## src/rtl/reg_dump_reader.sv

```systemverilog
// reg_dump_reader: walks a register-file index range over a combinational read port and streams each value out.
// Latency: first beat valid 2 cycles after an accepted dump_start; at most one beat every 2 cycles.
// Backpressure: a beat is held stable until dump_ready; the walk pauses. Define REG_DUMP_CHECKSUM_EN for a trailing XOR beat.
module reg_dump_reader #(
  parameter int  XLEN  = 32,
  parameter int  NREGS = 32,
  localparam int IW    = $clog2(NREGS)
) (
  input  logic            cpu_clk,
  input  logic            cpu_rst,
  input  logic            dump_start,
  input  logic [IW-1:0]   start_idx,
  input  logic [IW-1:0]   end_idx,
  output logic [IW-1:0]   rf_addr,
  input  logic [XLEN-1:0] rf_data,
  output logic            dump_valid,
  input  logic            dump_ready,
  output logic [XLEN-1:0] dump_data,
  output logic [IW-1:0]   dump_idx,
  output logic            dump_last,
  output logic            dump_is_chk,
  output logic            busy,
  output logic            done
);

  // CHK is only reachable when the checksum beat is compiled in.
  typedef enum logic [2:0] {
    IDLE = 3'd0,
    READ = 3'd1,
    SEND = 3'd2,
    FIN  = 3'd3,
    CHK  = 3'd4
  } state_t;

  localparam logic [IW-1:0] IDX_ONE = IW'(1);

  state_t        state_q;
  state_t        state_d;
  logic [IW-1:0] cur_q;
  logic [IW-1:0] last_q;
  logic          hs;
  logic          at_last;
  logic          empty_req;

  assign hs        = dump_valid && dump_ready;
  assign at_last   = (cur_q == last_q);
  assign empty_req = (start_idx > end_idx);

`ifdef REG_DUMP_CHECKSUM_EN
  // After the register beats (or for an empty range) the checksum beat is built.
  localparam state_t AFTER_REGS = CHK;
  logic [XLEN-1:0] chk_q;
  logic            is_chk_q;
  assign dump_is_chk = is_chk_q;
`else
  localparam state_t AFTER_REGS = FIN;
  assign dump_is_chk = 1'b0;
`endif

  // Next-state decode plus busy/done status straight from the state.
  always_comb begin
    state_d = state_q;
    busy    = (state_q != IDLE);
    done    = (state_q == FIN);
    case (state_q)
      IDLE: begin
        if (dump_start) begin
          if (empty_req) state_d = AFTER_REGS;
          else           state_d = READ;
        end
      end
      READ: state_d = SEND;
      SEND: begin
        if (hs) begin
          if (dump_is_chk)  state_d = FIN;
          else if (at_last) state_d = AFTER_REGS;
          else              state_d = READ;
        end
      end
      FIN:     state_d = IDLE;
      CHK:     state_d = SEND;
      default: state_d = IDLE;
    endcase
  end

  // State register; reset drops any in-flight beat immediately.
  always_ff @(posedge cpu_clk or posedge cpu_rst) begin
    if (cpu_rst) state_q <= IDLE;
    else         state_q <= state_d;
  end

  // Index walk, read-port address and the registered output beat.
  always_ff @(posedge cpu_clk or posedge cpu_rst) begin
    if (cpu_rst) begin
      cur_q      <= '0;
      last_q     <= '0;
      rf_addr    <= '0;
      dump_valid <= 1'b0;
      dump_data  <= '0;
      dump_idx   <= '0;
      dump_last  <= 1'b0;
    end else begin
      case (state_q)
        IDLE: begin
          if (dump_start) begin
            cur_q  <= start_idx;
            last_q <= end_idx;
            // rf_addr only moves when a READ follows, so an empty range leaves it alone.
            if (!empty_req) rf_addr <= start_idx;
          end
        end
        READ: begin
          // rf_data is captured here only; later register writes cannot disturb the beat.
          dump_valid <= 1'b1;
          dump_data  <= rf_data;
          dump_idx   <= cur_q;
`ifdef REG_DUMP_CHECKSUM_EN
          dump_last  <= 1'b0;
`else
          dump_last  <= at_last;
`endif
        end
        SEND: begin
          if (hs) begin
            dump_valid <= 1'b0;
            // Termination is at cur==last, so the increment never has to wrap.
            if (!at_last) begin
              cur_q   <= cur_q + IDX_ONE;
              rf_addr <= cur_q + IDX_ONE;
            end
          end
        end
`ifdef REG_DUMP_CHECKSUM_EN
        CHK: begin
          dump_valid <= 1'b1;
          dump_data  <= chk_q;
          dump_idx   <= '0;
          dump_last  <= 1'b1;
        end
`endif
        default: ;
      endcase
    end
  end

`ifdef REG_DUMP_CHECKSUM_EN
  // Running XOR of accepted register beats, and the flag marking the checksum beat.
  always_ff @(posedge cpu_clk or posedge cpu_rst) begin
    if (cpu_rst) begin
      chk_q    <= '0;
      is_chk_q <= 1'b0;
    end else begin
      if (state_q == IDLE && dump_start)
        chk_q <= '0;
      else if (state_q == SEND && hs && !is_chk_q)
        chk_q <= chk_q ^ dump_data;

      if (state_q == CHK)
        is_chk_q <= 1'b1;
      else if (state_q == READ || state_q == FIN)
        is_chk_q <= 1'b0;
    end
  end
`endif

endmodule

```

## config.mk

```make
export PLATFORM = sky130hd
export DESIGN_NAME = reg_dump_reader
export DESIGN_NICKNAME = d
export VERILOG_FILES = /design/src/rtl/reg_dump_reader.sv
export SDC_FILE = /design/constraint.sdc
export NUM_CORES = 1
export LEC_CHECK = 0
export CAP_MARGIN = 30
export CORE_ASPECT_RATIO = 0.6
export CORE_MARGIN = 10
export CORE_UTILIZATION = 47
export CTS_CLUSTER_SIZE = 40
export DETAILED_ROUTE_END_ITERATION = 10
export PLACE_DENSITY = 0.87
export SLEW_MARGIN = 30
export SYNTH_ARGS = -nofsm -noshare
export SYNTH_HDL_FRONTEND = slang
export SYNTH_SLANG_ARGS = --single-unit
```

## constraint.sdc

```tcl
create_clock -name cpu_clk -period 2.75 [get_ports cpu_clk]
set_input_delay 0.55 -clock cpu_clk [delete_from_list [all_inputs] [get_ports cpu_clk]]
set_output_delay 0.55 -clock cpu_clk [all_outputs]
set_load 0.05 [all_outputs]
```

==> flow_metrics.tcl, run 1 <==
set metrics [dict create \
    cts_tree "built" \
    wl_per_cell_um 15.87 \
    nNetsFinal 402 \
    ir_drop_v 0.0006841 \
    grt_pass1_vias 2244 \
    syn_area_um2 2467 \
    relSlewSlack 0.6074 \
    power_mw 5.023 \
    grt_overflow 0 \
    dp_hpwl_um 5142 \
    dieHeight_um 76.13 \
    worstSetupEndpointType "output pin" \
    synthCells 259 \
    clock_path_buffers 2 \
    max_freq_mhz 409.3 \
    cts_buffers 5 \
    cp-endpoint "busy" \
    routed_wl_um 6585 \
    cts-resized-gates 0 \
    synth_top_cell_by_area "dfrtp_1" \
    stdcell_area_um2 3558 \
    rr_worst_depth 4 \
    antenna_left 0 \
    vias 2048 \
    grt_max_degree 30 \
    r2r-end "rf_addr[0]$_DFFE_PP0P_" \
    r2r_start "cur_q[2]$_DFFE_PP0P_" \
    gp_congestion 0.9531 \
    hold_buffers 0 \
    utilization 0.7005 \
    tns_ns 0 \
    min_path_type "reg -> reg" \
    yosys_warnings 0 \
    p_leak_nw 1.694 \
    ys_seq_area_frac 0.5680 \
    dr.pass1.iters 4 \
    synth_area_leaders "dfrtp_1 57%, nand2_1 18%, mux2_2 6.8%" \
    synth_seq_cells 56 \
    final_max_slew_viol_count 0 \
    r2r_slack_ns 0.67 \
    period_share 0.8884 \
    powerDensity_nw_per_um2 1412 \
    num_io_pins 93 \
    antenna_found_initial 0 \
    postCtsSetupBuffers 0 \
    worstSetupPathType "reg -> out" \
    setup_ws_ns 0.3068 \
    h-tree-depth 2 \
    rows 20 \
    crit_arrival_ns 1.89 \
    syn-num-nets 311 \
    cp_max_fo 10 \
    crit_start "state_q[1]$_DFFE_PP0P_" \
    antenna_cells 0 \
    portBuffers 91 \
    drv_cap 0 \
    layout-drive-gt1-share 0.08883 \
    min_period_ns 2.443 \
    yosysTopAreaCellShare 0.5680 \
    clock_skew_ns 0.004966 \
    syn_area_per_cell_um2 9.527 \
    rsz0062_at_grt "false" \
    fillCellCount 406 \
    fin_hold_ws_ns 0.4791 \
    cts.sinks 56 \
    worst_pin_slew_ns 0.5869 \
    final_cell_count_no_fill 415 \
    dieWidth_um 113.5 \
    placed_cell_area_um2 3460 \
    area_growth_pct 44.22 \
    drt-initial-drc-count 91 \
    final_hold_viol_count 0 \
    status "completed" \
    synth_cell_types 29 \
    place_inst 409 \
    root_buffer "clkbuf_8" \
    grt_pass1_wl_um 11030 \
    initial_core_util 0.4857 \
    core_area_um2 5080 \
    setup.worst_path.start_class "register" \
    setup_violations 0 \
    grt.total_usage 0.1543 \
    vias_per_cell 4.935 \
    route.detailed.drc 0 \
    clk_pin_slew_ns 0.09 \
    critPathRequiredTime_ns 2.20 \
    die-area_um2 8643 \
    clock_latency_ns 0.30 \
    pre_cts_ws_ns 0.2286 \
]
==> worst min path at each step <==
| stage | startpoint | depth (start not counted) | end | slack, ns |
|---|---|---|---|---|
| after global routing | dump_data[12]$_DFFE_PP0P_ | 2 | dump_data[12]$_DFFE_PP0P_ | 0.52 |
| after CTS | dump_idx[2]$_DFFE_PP0P_ | 2 | dump_idx[2]$_DFFE_PP0P_ | 0.49 |
| after detailed placement | dump_idx[2]$_DFFE_PP0P_ | 2 | dump_idx[2]$_DFFE_PP0P_ | 0.46 |
| after floorplan | last_q[0]$_DFFE_PP0P_ | 1 | last_q[0]$_DFFE_PP0P_ | 0.50 |
| after global placement | dump_data[14]$_DFFE_PP0P_ | 2 | dump_data[14]$_DFFE_PP0P_ | 0.46 |
| final | dump_idx[2]$_DFFE_PP0P_ | 2 | dump_idx[2]$_DFFE_PP0P_ | 0.48 |
==> Yosys cell counts (all sizes together) <==
cell    number
clkbuf       6
mux2        15
buf          5
nand2      119
a21oi        6
inv         10
o41ai        1
ha           6
a31oi        1
o21ai        5
o22a         1
nand4        1
xor2         5
xnor2        3
nor2b        1
or3          1
o211ai       1
nor3         1
and2         1
nor2         3
dfrtp       56
conb         1
o221ai       1
nand2b       4
nand3        5
==> where the power goes <==
group	internal, mW	leakage [nW]	switching (mW)
Clock	0.262	0.0501	0.242
Combinational	1.04	0.958	1.95
Sequential	1.23	0.686	0.293
Total	2.54	1.69	2.49
==> layout by cell type (no fill, tap or decap), drive strengths merged <==
master / instances
nand2: 119
clkdlybuf4s50: 91
dfrtp: 56
mux2: 15
inv: 10
ha: 6
a21oi: 6
nand3: 5
xor2: 5
o21ai: 5
clkbuf: 5
nand2b: 4
buf: 4
nor2: 3
xnor2: 3
nor2b: 1
o41ai: 1
nor3: 1
nand4: 1
o221ai: 1
o211ai: 1
and2: 1
o22a: 1
a31oi: 1
or3: 1
conb: 1
bufinv: 1
==> cells by family (layout without fill, tap and decap cells) <==
| logic type | after synthesis | count (layout) | synth area share |
|---|---|---|---|
| XOR/XNOR | 8 | 8 | 0.02840 |
| adder cells (fa/ha/maj) | 6 | 6 | 0.03043 |
| other | 1 | 1 | 0.001520 |
| AO/OA/AOI/OAI | 16 | 16 | 0.04818 |
| multiplexers | 15 | 15 | 0.06846 |
| buffers and inverters | 21 | 111 | 0.03398 |
| flip-flops | 56 | 56 | 0.5679 |
| AND/OR/NAND/NOR | 136 | 136 | 0.2211 |
==> sequential cells by signal, summed over array words and instances (netlist names) <==
signal / count
dump_data: 32
cur_q: 5
dump_idx: 5
last_q: 5
rf_addr: 5
state_q: 2
dump_last: 1
dump_valid: 1
==> layer usage <==
layer | wire (um) | vias up | track usage | share of wire
met5 | 0 | - | 0 | 0
met4 | 51 | 0 | 0.03788 | 0.0077
met3 | 749 | 7 | 0.07469 | 0.11
met2 | 2788 | 89 | 0.2315 | 0.42
met1 | 2996 | 961 | 0.1942 | 0.45
li1 | - | 991 | - | -
==> worst max-delay path, cell delays in order (launching register included) <==
cell	delay, ns
dfrtp_1	0.53
nor2_1	0.15
inv_1	0.11
clkdlybuf4s50_1	0.81
==> final cells by class <==
class / instances / area, um2 / area share
flip-flops and latches: 56 / 1401 / 0.3938
clock inverters: 1 / 30.03 / 0.008439
well taps: 66 / 82.58 / 0.02321
multi-input cells: 182 / 984.7 / 0.2767
inverters: 10 / 37.54 / 0.01055
clock buffers: 5 / 68.82 / 0.01934
repair buffers: 95 / 953.4 / 0.2679
(Power assumes the default switching activity.)
==> run 2: changes to the inputs <==
--- a/config.mk
+++ b/config.mk
@@ -7,11 +7,12 @@
 export LEC_CHECK = 0
 export CAP_MARGIN = 30
 export CORE_ASPECT_RATIO = 0.6
-export CORE_MARGIN = 10
+export CORE_MARGIN = 4
 export CORE_UTILIZATION = 47
 export CTS_CLUSTER_SIZE = 40
 export DETAILED_ROUTE_END_ITERATION = 10
 export PLACE_DENSITY = 0.87
+export REMOVE_ABC_BUFFERS = 1
 export SLEW_MARGIN = 30
 export SYNTH_ARGS = -nofsm -noshare
 export SYNTH_HDL_FRONTEND = slang
==> flow_metrics.tcl, run 2 (synthesized netlist as in run 1, its figures left out) <==
set metrics [dict create \
    root_buffer "clkbuf_8" \
    max_freq_mhz 422.0 \
    r2r_slack_ns 0.61 \
    setup_ws_ns 0.3804 \
    die-area_um2 6511 \
    antenna_left 0 \
    relSlewSlack 0.6041 \
    layout_common_cells "119 x nand2_1, 91 x clkdlybuf4s50_1, 56 x dfrtp_1" \
    grt_overflow 0 \
    min_path_type "reg -> reg" \
    routed_wl_um 5835 \
    area_growth_pct 44.22 \
    final_max_slew_viol_count 0 \
    grt_pass1_vias 1993 \
    min-delay-start "dump_data[16]$_DFFE_PP0P_" \
    crit_arrival_ns 1.82 \
    antenna_cells 0 \
    vias 2019 \
    route.detailed.drc 0 \
    powerDensity_nw_per_um2 1409 \
    ir_drop_v 0.0009152 \
    setup.worst_path.start_class "register" \
    layout-drive-gt1-share 0.09402 \
    setup_violations 0 \
    tns_ns 0 \
    whs_endpoint "dump_data[16]$_DFFE_PP0P_" \
    clock_path_buffers 2 \
    portBuffers 91 \
    worstSetupPathType "reg -> out" \
    wl_per_cell_um 13.99 \
    rsz0062_at_grt "false" \
    initial_core_util 0.4857 \
    final_hold_viol_count 0 \
    final_cell_count_no_fill 417 \
    worstSetupEndpointType "output pin" \
    seq_area_um2 1401 \
    min_period_ns 2.370 \
    cts.sinks 56 \
    core_area_um2 5080 \
    final_common_cell "nand2_1" \
    cts_tree "built" \
    stdcell_area_um2 3558 \
    gp_congestion 0.8338 \
    drv_cap 0 \
    hold_buffers 0 \
    antenna_found_initial 0 \
    holdPathStages 2 \
    status "completed" \
    period_share 0.8617 \
    largest_register "dump_data" \
    drt-initial-drc-count 97 \
    place_inst 409 \
    largest_reg_flops 32 \
    cp_max_fo 10 \
    rr_worst_depth 5 \
    h-tree-depth 2 \
    fillCellCount 408 \
    fin_hold_ws_ns 0.4796 \
    utilization 0.7005 \
    r2r-end "rf_addr[1]$_DFFE_PP0P_" \
    grt_pass1_wl_um 9535 \
    rows 20 \
    grt.total_usage 0.1865 \
    cts_buffers 5 \
    num_io_pins 93 \
    critPathRequiredTime_ns 2.20 \
    r2r_start "cur_q[1]$_DFFE_PP0P_" \
    p_leak_nw 1.693 \
    pre_cts_ws_ns 0.2515 \
    vias_per_cell 4.842 \
    multi_input_area_um2 984.7 \
    cts-resized-gates 0 \
    placed_cell_area_um2 3447 \
    dieWidth_um 101.5 \
    dr.pass1.iters 4 \
    nNetsFinal 402 \
    worst_pin_slew_ns 0.5912 \
    grt_max_degree 40 \
    postCtsSetupBuffers 0 \
    clk_pin_slew_ns 0.10 \
    dieHeight_um 64.13 \
    clock_latency_ns 0.30 \
    clock_skew_ns 0.009591 \
    power_mw 5.015 \
    dp_hpwl_um 4485 \
]
-- run 2: routing by layer --
metal | track usage | vias to the layer above | part of all wire
met1 | 0.2687 | 957 | 0.48
met2 | 0.2801 | 63 | 0.45
met5 | 0 | - | 0
met4 | 0.02985 | 0 | 0
met3 | 0.06107 | 0 | 0.072
li1 | - | 999 | -
-- run 2: area by class of cell --
class                           count  area share
Clock buffer                        5     0.01934
Sequential cell                    56      0.3938
Tap cell                           66     0.02321
Inverter                           10     0.01055
Clock inverter                      3     0.01196
Timing Repair Buffer               95      0.2644
Multi-Input combinational cell    182      0.2767
-- run 2: how the worst max path moves through the flow --
stage	slack [ns]	end	start
4_1_cts	0.37	busy	state_q[1]$_DFFE_PP0P_
3_5_place_dp	0.25	rf_addr[1]$_DFFE_PP0P_	end_idx[4]
3_3_place_gp	0.33	rf_addr[4]$_DFFE_PP0P_	end_idx[4]
6_report	0.38	busy	state_q[1]$_DFFE_PP0P_
5_1_grt	0.29	busy	state_q[1]$_DFFE_PP0P_
2_1_floorplan	0.76	state_q[1]$_DFFE_PP0P_	state_q[1]$_DFFE_PP0P_
-- run 2: power by group --
| group | switching [mW] | internal [mW] |
|---|---|---|
| Clock | 0.261 | 0.270 |
| Combinational | 1.92 | 1.04 |
| Sequential | 0.294 | 1.23 |
| Total | 2.48 | 2.54 |
-- run 2: worst max-delay path: stages, from the launching register on --
cell and delay [ns]:
dfrtp_1 0.52, nor2_1 0.12, inv_1 0.09, clkdlybuf4s50_1 0.80
